`src/rtl/ps2_command_assembler.sv`:
```
// PS2 scancode stream to ASCII command words: make/break/extended decoding,
// optional repeat suppression, backspace, Enter-to-commit and a small command FIFO.
module ps2_command_assembler #(
   parameter int CHARS     = 4,
   parameter int DEPTH     = 2,
   parameter int REPEAT_EN = 0,
   localparam int LW       = $clog2(CHARS + 1)
) (
   input  logic                 clock,
   input  logic                 resetn,
   input  logic                 key_valid,
   input  logic [7:0]           key_data,
   input  logic                 cmd_ack,
   output logic                 cmd_valid,
   output logic [CHARS*8-1:0]   cmd_word,
   output logic [LW-1:0]        cmd_len,
   output logic [CHARS*8-1:0]   cur_word,
   output logic [LW-1:0]        cur_len,
   output logic                 char_ovf,
   output logic                 cmd_ovf
);

   localparam int WW = CHARS * 8;
   localparam int PW = (DEPTH > 1) ? $clog2(DEPTH) : 1;
   localparam int NW = $clog2(DEPTH + 1);

   localparam logic [1:0] S_MAKE      = 2'd0;
   localparam logic [1:0] S_BREAK     = 2'd1;
   localparam logic [1:0] S_EXT       = 2'd2;
   localparam logic [1:0] S_EXT_BREAK = 2'd3;

   localparam logic [LW-1:0] FULL_LEN = LW'(CHARS);
   localparam logic [NW-1:0] FULL_CNT = NW'(DEPTH);
   localparam logic [PW-1:0] LAST_PTR = PW'(DEPTH - 1);

   logic [1:0]    state;
   logic [7:0]    last_make;
   logic [WW-1:0] mem_word [DEPTH];
   logic [LW-1:0] mem_len  [DEPTH];
   logic [PW-1:0] rd_ptr, wr_ptr;
   logic [NW-1:0] count;

   logic       is_make, accept, is_char, is_bs, is_enter;
   logic       fifo_full, do_push, do_pop;
   logic [7:0] ascii;

   // Set-2 make code to ASCII; 0 means not a printable key.
   function automatic logic [7:0] map_key(input logic [7:0] code);
      case (code)
         8'h1C: return 8'h41;  8'h32: return 8'h42;  8'h21: return 8'h43;
         8'h23: return 8'h44;  8'h24: return 8'h45;  8'h2B: return 8'h46;
         8'h34: return 8'h47;  8'h33: return 8'h48;  8'h43: return 8'h49;
         8'h3B: return 8'h4A;  8'h42: return 8'h4B;  8'h4B: return 8'h4C;
         8'h3A: return 8'h4D;  8'h31: return 8'h4E;  8'h44: return 8'h4F;
         8'h4D: return 8'h50;  8'h15: return 8'h51;  8'h2D: return 8'h52;
         8'h1B: return 8'h53;  8'h2C: return 8'h54;  8'h3C: return 8'h55;
         8'h2A: return 8'h56;  8'h1D: return 8'h57;  8'h22: return 8'h58;
         8'h35: return 8'h59;  8'h1A: return 8'h5A;
         8'h45: return 8'h30;  8'h16: return 8'h31;  8'h1E: return 8'h32;
         8'h26: return 8'h33;  8'h25: return 8'h34;  8'h2E: return 8'h35;
         8'h36: return 8'h36;  8'h3D: return 8'h37;  8'h3E: return 8'h38;
         8'h46: return 8'h39;  8'h29: return 8'h20;
         default: return 8'h00;
      endcase
   endfunction

   function automatic logic [PW-1:0] ptr_inc(input logic [PW-1:0] p);
      return (p == LAST_PTR) ? '0 : p + PW'(1);
   endfunction

   always_comb begin
      is_make   = key_valid && (state == S_MAKE) && (key_data != 8'hF0) && (key_data != 8'hE0);
      accept    = is_make && ((REPEAT_EN != 0) || (key_data != last_make));
      ascii     = map_key(key_data);
      is_char   = accept && (ascii != 8'h00);
      is_bs     = accept && (key_data == 8'h66);
      is_enter  = accept && (key_data == 8'h5A);
      fifo_full = (count == FULL_CNT);
      cmd_valid = (count != '0);
      // A same-cycle ack does not make room for the push.
      do_push   = is_enter && (cur_len != '0) && !fifo_full;
      do_pop    = cmd_valid && cmd_ack;
      cmd_word  = cmd_valid ? mem_word[rd_ptr] : '0;
      cmd_len   = cmd_valid ? mem_len[rd_ptr]  : '0;
   end

   always_ff @(posedge clock) begin
      if (!resetn) begin
         state     <= S_MAKE;
         last_make <= '0;
         cur_word  <= '0;
         cur_len   <= '0;
         char_ovf  <= 1'b0;
         cmd_ovf   <= 1'b0;
         rd_ptr    <= '0;
         wr_ptr    <= '0;
         count     <= '0;
      end else begin
         char_ovf <= 1'b0;

         if (do_push) begin
            mem_word[wr_ptr] <= cur_word;
            mem_len[wr_ptr]  <= cur_len;
            wr_ptr           <= ptr_inc(wr_ptr);
         end
         if (do_pop)
            rd_ptr <= ptr_inc(rd_ptr);
         if (do_push && !do_pop)
            count <= count + NW'(1);
         else if (!do_push && do_pop)
            count <= count - NW'(1);

         if (is_char) begin
            if (cur_len != FULL_LEN) begin
               cur_word <= (cur_word << 8) | WW'(ascii);
               cur_len  <= cur_len + LW'(1);
            end else begin
               char_ovf <= 1'b1;
            end
         end else if (is_bs && (cur_len != '0)) begin
            cur_word <= cur_word >> 8;
            cur_len  <= cur_len - LW'(1);
         end else if (is_enter && (cur_len != '0)) begin
            if (do_push) begin
               cur_word <= '0;
               cur_len  <= '0;
            end else begin
               cmd_ovf <= 1'b1;
            end
         end

         if (accept)
            last_make <= key_data;
         else if (key_valid && (state == S_BREAK) && (key_data == last_make))
            last_make <= '0;

         if (key_valid) begin
            case (state)
               S_MAKE: begin
                  if (key_data == 8'hF0)
                     state <= S_BREAK;
                  else if (key_data == 8'hE0)
                     state <= S_EXT;
               end
               S_EXT:   state <= (key_data == 8'hF0) ? S_EXT_BREAK : S_MAKE;
               default: state <= S_MAKE;
            endcase
         end
      end
   end

endmodule
```
`config.mk`:
```
export PLATFORM = sky130hd
export DESIGN_NAME = ps2_command_assembler
export DESIGN_NICKNAME = d
export VERILOG_FILES = /design/src/rtl/ps2_command_assembler.sv
export SDC_FILE = /design/constraint.sdc
export NUM_CORES = 1
export LEC_CHECK = 0
export CAP_MARGIN = 15
export CORE_ASPECT_RATIO = 1.4
export CORE_MARGIN = 2
export CORE_UTILIZATION = 50
export CTS_CLUSTER_SIZE = 20
export DETAILED_ROUTE_END_ITERATION = 12
export PLACE_DENSITY = 0.8
export SLEW_MARGIN = 20
export SYNTH_ARGS = -nofsm -noshare
export SYNTH_HDL_FRONTEND = slang
export SYNTH_SLANG_ARGS = --single-unit
```
`constraint.sdc`:
```
create_clock -name clock -period 9.1 [get_ports clock]
set_input_delay 2.73 -clock clock [delete_from_list [all_inputs] [get_ports clock]]
set_output_delay 2.73 -clock clock [all_outputs]
set_load 0.05 [all_outputs]
```
# Yosys cells after proc, flatten, opt, wreduce, memory -nomap -nowiden
# Memories as Yosys holds them, arrays and structs flattened. A register that Yosys moved wholly into a read port is not among the register bits.
# Cells that the tools add are included.
[classes]
n_addsub = 6
eq_ne = 14
mux = 31
n_bitwise = 4
reduce_logical = 30
[op_table]
columns = ["operator", "n"]
rows = [
  ["2-to-1 mux 32 bit", 6],
  ["bitwise OR 32 x 8 -> 32 bit", 1],
  ["2-to-1 mux 8 bit", 3],
  ["2-to-1 mux 3 bit", 6],
  ["== test 8 x 7 -> 1 bit (second input constant)", 2],
  ["== test 8 bit (second input constant)", 2],
  ["inequality test 8 bit (second input constant)", 2],
  ["logical AND 1 bit", 15],
  ["2-to-1 mux 1 bit", 10],
  ["2-to-1 mux 2 bit", 5],
  ["nonzero test 3 bit", 3],
  ["== test 8 bit", 1],
  ["inequality test 8 bit", 1],
  ["nonzero test 8 bit", 1],
  ["nonzero test 2 bit", 3],
  ["== test 2 bit (second input constant)", 2],
  ["case mux 2 bit (2 select lines)", 1],
  ["AND reduction 2 bit", 2],
  ["AND reduction 4 bit", 1],
  ["adder 3 x 1 -> 3 bit (second input constant)", 1],
  ["zero test 1 bit", 3],
  ["inequality test 3 x 1 -> 1 bit (second input constant)", 1],
  ["inequality test 3 bit (second input constant)", 1],
  ["NOT 1 bit", 3],
  ["8 further kinds", 9],
]
[word_totals]
register_bits = 51
ramBits = 70
mem_bits_ro = 896
inputBits = 12
output_inout_bits = 73
elab_cells = 97
n_memories = 3
[memory_table]
columns = ["memory", "depth", "width", "read_ports", "rd_clocked_by_memory_dff", "write_ports", "line", "text"]
rows = [
  ["(name not given)", 128, 7, 1, 0, 0, "49", "case (code)"],
  ["mem_word", 2, 32, 1, 1, 1, "38", "logic [WW-1:0] mem_word [DEPTH];"],
  ["mem_len", 2, 3, 1, 1, 1, "39", "logic [LW-1:0] mem_len [DEPTH];"],
]

# Depth between registers and ports, before layout
# Gate-level depths: netlist of run 1.
[logic_depth]
word_depth = 12
ltp_mapped = 13
mapped_depth_nobuf = 11

# Worst setup path before layout of run 1
# Ideal clock, no wire load.
[synth_path]
path_kind = "input port to flip-flop"
startpoint = "input key_data[1]"
endpoint = "memory mem_len[0][0] (netlist name), enable pin"
setup_time_ns = 0.515
t_arrival_ns = 7.613
required_ns = 8.585
setup_slack_ns = 0.972
stages = 9
path_buffers = 2
path_cell_list = "buf_2 inv_1 ha_1 nand4_1 nor3_1 a2111oi_2 clkbuf_1 nand3_1 nor4_1"
[synth_via]
elab_chain_cells = 10
word_cells_on_any_way = 13
cone_classes = "4 x eq/ne; 3 x mux; 6 x reduce/logical"
[synth_rtl]
columns = ["item", "line", "text"]
rows = [
  ["start: declaration", "12", "input logic [7:0] key_data,"],
  ["inequality test 8 bit", "72", "is_make = key_valid && (state == S_MAKE) && (key_data != 8'hF0) && (key_data != 8'hE0);"],
  ["logical AND 1 bit (2 in a row)", "72", ""],
  ["logical AND 1 bit", "73", "accept = is_make && ((REPEAT_EN != 0) || (key_data != last_make));"],
  ["logical AND 1 bit *", "77", "is_enter = accept && (key_data == 8'h5A);"],
  ["logical AND 1 bit * (2 in a row)", "81", "do_push = is_enter && (cur_len != '0) && !fifo_full;"],
  ["2-to-1 mux 1 bit *", "101", "if (do_push) begin"],
  ["2-to-1 mux 1 bit *", "88", "if (!resetn) begin"],
  ["2-to-1 mux 1 bit (not written as such) *", "103", "mem_len[wr_ptr] <= cur_len;"],
  ["end: declaration", "39", ""],
]
# Every way passes the cells marked *; elsewhere a longest branch is shown, timed or not.

# Worst setup path after layout of run 1
[layout_path]
startpoint = "input key_data[1]"
endpoint = "register cur_len[2]"
[layout_via]
elab_chain_cells = 9
word_cells_on_any_way = 23
cone_classes = "6 x eq/ne; 3 x mux; 13 x reduce/logical; 1 x memory"
[layout_rtl]
columns = ["item", "line", "text"]
rows = [
  ["parallel branches: the longest is 9 deep, another holds memory (128 x 7 bit)", "n/a", ""],
  ["end signal: assignment", "116", "cur_len <= cur_len + LW'(1);"],
  ["end signal: assignment", "122", "cur_len <= cur_len - LW'(1);"],
  ["end: declaration", "18", "output logic [LW-1:0] cur_len,"],
]
# Several ways; the timed one is not identified.
# A chain may end at the register's enable or synchronous reset.

==> results of run 1 <==
[flip-flops by register name (all words and copies together) (netlist names), named ones only]
signal / count
char_ovf: 1
cur_len: 3
mem_word: 64
cur_word: 32
rd_ptr: 1
cmd_ovf: 1
state: 2
count: 2
wr_ptr: 1
mem_len: 6
last_make: 8
[logic make-up after synthesis]
kind of cell    share of synthesized area, %
xor+xnor                                1.76
buf+inv                                 4.91
flops                                   52.7
compound gates                          17.8
fa+ha+maj                               2.31
mux                                     7.45
simple gates                            13.1
[layout by cell type (no fill, tap or decap), types with 3 or more instances in the layout]
master,netlist,layout
sky130_fd_sc_hd__clkinv_4,0,3
sky130_fd_sc_hd__nor2_1,71,70
sky130_fd_sc_hd__buf_4,4,8
sky130_fd_sc_hd__ha_1,11,11
sky130_fd_sc_hd__edfxtp_1,70,70
sky130_fd_sc_hd__a311oi_1,3,3
sky130_fd_sc_hd__nor3_1,4,4
sky130_fd_sc_hd__a21oi_1,27,27
sky130_fd_sc_hd__mux2i_1,41,41
sky130_fd_sc_hd__dfxtp_1,52,51
sky130_fd_sc_hd__o22ai_2,3,3
sky130_fd_sc_hd__clkinvlp_4,0,3
sky130_fd_sc_hd__nand3_1,6,6
sky130_fd_sc_hd__bufinv_16,0,3
sky130_fd_sc_hd__nand2_1,48,48
sky130_fd_sc_hd__and2_1,4,4
sky130_fd_sc_hd__a211o_1,3,3
sky130_fd_sc_hd__nand2b_1,9,9
sky130_fd_sc_hd__a22oi_1,24,24
sky130_fd_sc_hd__a211oi_1,4,4
sky130_fd_sc_hd__o22ai_1,8,8
sky130_fd_sc_hd__o211ai_1,3,3
sky130_fd_sc_hd__xor2_1,11,11
sky130_fd_sc_hd__clkbuf_16,0,17
sky130_fd_sc_hd__nor2b_1,10,10
sky130_fd_sc_hd__and3_1,4,4
sky130_fd_sc_hd__clkdlybuf4s50_1,0,84
sky130_fd_sc_hd__inv_2,3,3
sky130_fd_sc_hd__inv_1,14,14
sky130_fd_sc_hd__o21ai_0,22,22
sky130_fd_sc_hd__o21ai_1,7,7
sky130_fd_sc_hd__a31oi_1,13,13
[layout make-up]
class                   instances  area, sq um  share of cell area (%)
well taps                     147          184                    2.47
clock buffers                  19          453                    6.07
multi-input cells             384         2550                    34.1
flip-flops and latches        122         3140                    42.2
repair buffers                 92          901                    12.1
inverters                      17         63.8                   0.855
clock inverters                13          166                    2.23
[worst paths after layout]
path / slack, ns / to / start / cells after the start
min: 0.51 / flop / rd_ptr / 2
min reg2reg: 0.51 / flop / rd_ptr / 2
max: 2.99 / cur_len[2] / key_data[1] / 12
max reg2reg: 6.18 / cur_len[2] / last_make[5] / 9
[worst max-delay path: stages]
cell                              delay [ns]
sky130_fd_sc_hd__clkdlybuf4s50_1        0.77
sky130_fd_sc_hd__inv_1                  0.19
sky130_fd_sc_hd__ha_1                   0.31
sky130_fd_sc_hd__nand4_1                0.11
sky130_fd_sc_hd__nor3_1                 0.12
sky130_fd_sc_hd__a2111oi_2              0.42
sky130_fd_sc_hd__buf_4                  0.32
sky130_fd_sc_hd__and3_1                 0.80
sky130_fd_sc_hd__a21oi_1                0.22
sky130_fd_sc_hd__nand2b_1               0.13
sky130_fd_sc_hd__o211ai_1               0.11
sky130_fd_sc_hd__a211oi_2               0.21
[report_power, final]
group | leakage (nW) | total [mW] | switching, mW | internal [mW]
Sequential | 1.05 | 0.630 | 0.0289 | 0.601
Combinational | 1.18 | 0.244 | 0.162 | 0.0823
Clock | 0.296 | 0.687 | 0.241 | 0.446
[per-layer routing]
metal  wire [um]  up-vias  track usage [%]
met3         713       37             5.43
met1        5440     2302             25.6
met2        7950      180             41.7
li1            -     2208                -
met4         493        0             12.1
met5           0        -                0
[metrics by stage]
step	setup WS (ns)	hold WS, ns	cell area [sq um]	cells	total power, mW
2_1_floorplan	0.972	0.467	5970	563	0.809
3_3_place_gp	2.66	0.481	6830	762	0.876
3_5_place_dp	2.48	0.498	6830	762	0.882
4_1_cts	2.91	0.512	7450	794	1.57
5_1_grt	2.76	0.543	7460	794	1.61
6_report	2.99	0.510	7460	794	1.56
==> summary.txt, run 1 <==
Clocking
  • TritonCTS buffer count: 17
  • Setup repair bufs after CTS: 0
  • Clock latency reported for the late side of the worst-skew pair: about 0.42 ns
  • Clk slew on worst S/H paths: 0.05 ns
  • Sinks on Clock Net: 122
  • Root buffer cell: sky130_fd_sc_hd__clkbuf_16
  • Depth of the CTS H-tree: 4
  • Clock tree from TritonCTS: yes
  • Number of buffers on the longest clock path: 2
  • Number of gates resized after CTS: 0
  • Hold buffer count at CTS: 0

Synth
  • Number of enable-type register cells in the synthesized netlist: 70
  • Most numerous cell in the Yosys netlist: sky130_fd_sc_hd__nor2_1
  • Synthesized area per cell: 10.6 sq um
  • Post-synthesis instance area: 5970 sq um
  • Biggest area contributors in the synthesized netlist: sky130_fd_sc_hd__edfxtp_1 (35%), sky130_fd_sc_hd__dfxtp_1 (17%), sky130_fd_sc_hd__mux2i_1 (6.9%)
  • Most common flop cell mapped by yosys: sky130_fd_sc_hd__edfxtp_1
  • Number of warnings issued by yosys: 0
  • Top cell type by total area after synthesis: sky130_fd_sc_hd__edfxtp_1
  • Synthesized Nets: 586
  • Register bit count reported by yosys: 122
  • Share of flip-flops with an asynchronous set or reset after synthesis: 0%
  • Count of different cell masters after synthesis: slightly below 70
  • Most common library cells after synthesis: sky130_fd_sc_hd__nor2_1 (71), sky130_fd_sc_hd__edfxtp_1 (70), sky130_fd_sc_hd__dfxtp_1 (52)
  • Sequential area share after synthesis: ~53%
  • Post-synthesis instance total: 563
  • Area share of the largest cell type after synthesis: 35.2%

Floorplan
  • Count of boundary I/O pins: 85
  • Overall die area: 12800 sq um
  • Core region area: 11800 sq um
  • Effective utilization at floorplan: approximately half
  • Floorplan row count: 47
  • Y dimension of the die: 133 um
  • Width of the chip: 96.3 um

Timing
  • Hold Violations, Final: 0
  • Max Freq: 164 MHz
  • Relative slew slack: 26.8%
  • Setup repair after global routing missed its margin: false
  • Post-layout minimum cycle time: 6.11 ns
  • Setup clock skew after layout: about 0.010 ns
  • Sum of negative setup slack: 0 ns
  • Number of pins exceeding their max-slew limit in the final report: 0
  • Period utilization: 67.1%
  • Total of endpoints with negative setup slack in the final report: 0
  • Measured slew at the worst slew-check pin: 1.10 ns

Routing
  • Per-cell routed wire length: between 15 and 20 um
  • Detailed-route vias per instance: 5.95
  • Post-route DRC violation count: 0
  • Aggregate routed wire length: 14.6 mm
  • DRC violation total after the first TritonRoute iteration: between 300 and 400
  • Iteration count of the initial detailed-routing pass: 7
  • Final antenna-violating net count: 0
  • Via total after detailed routing: 4727

Setup path
  • Startpoint class of the critical path: primary input
  • Kind of end point of the critical path: flop
  • Arr. time, crit path: between 6 and 7 ns
  • Start-to-end type of the worst setup path: primary input to flop
  • Max FO, Critical Path: 24
  • WP data required: 9.44 ns

Pwr
  • Highest ir drop seen on vdd: ~0.13 mV
  • LEAKAGE: roughly 2.5 nW
  • Power per cell area: 209 nW/um^2

Min path
  • Path type of the worst min-delay path: flop to flop

Global route
  • Initial antenna violation count: 0
  • Maximum number of pins on one net before global-route repair: 57
  • Wire length of the first global-routing pass: ~23 mm
  • Number of global-route vias before repair: ~4500
  • Global router's overall resource usage: 23.6%
  • Residual overflow from global routing: 0

Final layout
  • ANT cells: 0
  • Fraction of final layout cells sized beyond drive strength 1: 10.0%
  • NumNets Final: 657
  • Final core utilization: 63.4%
  • Syn-to-layout area delta: 25.0%
  • Filler cell count in the final layout: 908

Placement
  • Port Buffers: 84
  • DP Wirelength: 10.1 mm
  • Gpl congestion: 0.907

Status
  • Status: completed

Flow run
  • MaxCap Viol Count: 0
Note: power is estimated with default switching activity, not from simulation.
==> run 2, diff against run 1 <==
- CORE_UTILIZATION: 50 -> 49
- PLACE_DENSITY: 0.8 -> 0.82
- clock period: 9.1 -> 5.15 ns (I/O delays scaled with it)
==> summary.txt, run 2 (same netlist as run 1, synthesis figures left out) <==
Setup path
  • Kind of end point of the critical path: flop
  • WP data required: 5.47 ns
  • Start-to-end type of the worst setup path: primary input to flop
  • Endpoint of the worst setup timing path: cur_word[26]
  • Arr. time, crit path: 4.86 ns
  • Startpoint class of the critical path: primary input
  • Worst Reg2Reg Path Length in Cells: 9
  • Max FO, Critical Path: 18
  • Critical register-to-register path endpoint: cur_len[2]
  • Launch point of the critical path: key_data[2]
  • Launching point of the worst reg2reg path: last_make[1]
  • Register-to-register setup slack: 2.56 ns

Global route
  • Global router's overall resource usage: a little under a quarter
  • Maximum number of pins on one net before global-route repair: 39
  • Number of global-route vias before repair: 4926
  • Residual overflow from global routing: 0
  • Initial antenna violation count: 0
  • Wire length of the first global-routing pass: 24.8 mm

Timing
  • Sum of negative setup slack: 0 ns
  • Post-layout minimum cycle time: 4.54 ns
  • Setup repair after global routing missed its margin: false
  • Max Freq: 220 MHz
  • Number of pins exceeding their max-slew limit in the final report: 0
  • Setup clock skew after layout: 0.00927 ns
  • Relative slew slack: 27.3%
  • Period utilization: around nine tenths
  • Hold Violations, Final: 0
  • Measured slew at the worst slew-check pin: 1.09 ns
  • Total of endpoints with negative setup slack in the final report: 0

Floorplan
  • Core region area: 11900 sq um
  • Floorplan row count: 47
  • Effective utilization at floorplan: 50.2%
  • Y dimension of the die: 135 um
  • Count of boundary I/O pins: 85
  • Overall die area: 13100 sq um
  • Width of the chip: 97.3 um

Final layout
  • Register area: 3140 sq um
  • Syn-to-layout area delta: 27.2%
  • Area of combinational cells with multiple inputs: 2550 sq um
  • ANT cells: 0
  • Most flops, register: mem_word
  • Leading cell type in the layout, fill and taps excluded: sky130_fd_sc_hd__clkdlybuf4s50_1
  • Fraction of final layout cells sized beyond drive strength 1: between 10% and 20%
  • Leading registers by flop count: mem_word (64), cur_word (32), last_make (8)
  • NumNets Final: 670
  • Max FFs per register: 64
  • Most frequent cells in the layout: sky130_fd_sc_hd__clkdlybuf4s50_1 (84), sky130_fd_sc_hd__nor2_1 (70), sky130_fd_sc_hd__edfxtp_1 (70)
  • Final core utilization: 63.9%
  • Filler cell count in the final layout: 893

Pwr
  • LEAKAGE: around 2.6 nW
  • Highest ir drop seen on vdd: 0.227 mV
  • Total power draw: 2.76 mW
  • Power per cell area: between 300 and 400 nW/um^2

Clocking
  • Number of gates resized after CTS: 0
  • Sinks on Clock Net: 122
  • Clock tree from TritonCTS: yes
  • Number of buffers on the longest clock path: 2
  • Root buffer cell: sky130_fd_sc_hd__clkbuf_16
  • Setup repair bufs after CTS: 0
  • TritonCTS buffer count: 17
  • Clk slew on worst S/H paths: roughly 0.05 ns
  • Hold buffer count at CTS: 0
  • Clock latency reported for the late side of the worst-skew pair: 0.41 ns
  • Depth of the CTS H-tree: 4

Placement
  • Gpl congestion: 0.925
  • Port Buffers: 84
  • DP Wirelength: 10.7 mm

Min path
  • Hold Path Depth: 2
  • Path type of the worst min-delay path: flop to flop

Flow run
  • MaxCap Viol Count: 0

Routing
  • Detailed-route vias per instance: 5.99
  • Per-cell routed wire length: 19.1 um
  • Final antenna-violating net count: 0
  • DRC violation total after the first TritonRoute iteration: 300
  • Aggregate routed wire length: 15.4 mm
  • Iteration count of the initial detailed-routing pass: 5
  • Via total after detailed routing: slightly below 5000
  • Post-route DRC violation count: 0

Status
  • Status: completed
run 2: metrics by stage:
step	hold WS, ns	std cells	area (sq um)	setup WS (ns)
3_3_place_gp	0.483	775	6990	0.387
4_1_cts	0.510	807	7590	0.691
6_report	0.510	807	7590	0.609
3_5_place_dp	0.484	775	6990	0.313
2_1_floorplan	0.467	563	5980	0.464
5_1_grt	0.539	807	7590	0.423
run 2: cell type report:
type / instances / share of cell area [%]
Clock inverter: 14 / 2.27
Timing Repair Buffer: 105 / 13.8
Tap cell: 147 / 2.42
Inverter: 17 / 0.841
Clock buffer: 18 / 5.65
Multi-Input combinational cell: 384 / 33.6
Sequential cell: 122 / 41.4
run 2: worst min-delay path by stage:
stage / slack (ns) / to / startpoint
final: 0.51 / flop / rd_ptr
after global routing: 0.54 / flop / rd_ptr
after CTS: 0.51 / flop / rd_ptr
after detailed placement: 0.48 / cmd_ovf / cmd_ovf
after global placement: 0.48 / flop / rd_ptr
after floorplan: 0.47 / count[1] / count[1]
run 2: metal layers:
metal	vias to the layer above	part of all wire, %	global-route usage, %
li1	2235	-	-
met1	2311	35	24.8
met5	-	0	0
met4	0	4.2	13.5
met3	53	6.0	5.43
met2	236	55	44.4
run 2: power by group:
group / internal, mW / total [mW] / switching (mW)
Clock: 0.763 / 1.20 / 0.435
Combinational: 0.156 / 0.450 / 0.294
Sequential: 1.06 / 1.11 / 0.0516
Total: 1.98 / 2.76 / 0.781
run 2: critical path, cell delays in order:
cell and delay, ns:
sky130_fd_sc_hd__clkdlybuf4s50_1 0.79, sky130_fd_sc_hd__buf_4 0.33, sky130_fd_sc_hd__nor2b_1 0.21, sky130_fd_sc_hd__and3_1 0.20
sky130_fd_sc_hd__nor2_1 0.05, sky130_fd_sc_hd__o32ai_1 0.55, sky130_fd_sc_hd__a2111oi_4 0.10, sky130_fd_sc_hd__buf_4 0.19
sky130_fd_sc_hd__a21oi_4 0.42, sky130_fd_sc_hd__nand2_2 0.24, sky130_fd_sc_hd__o22ai_1 0.20
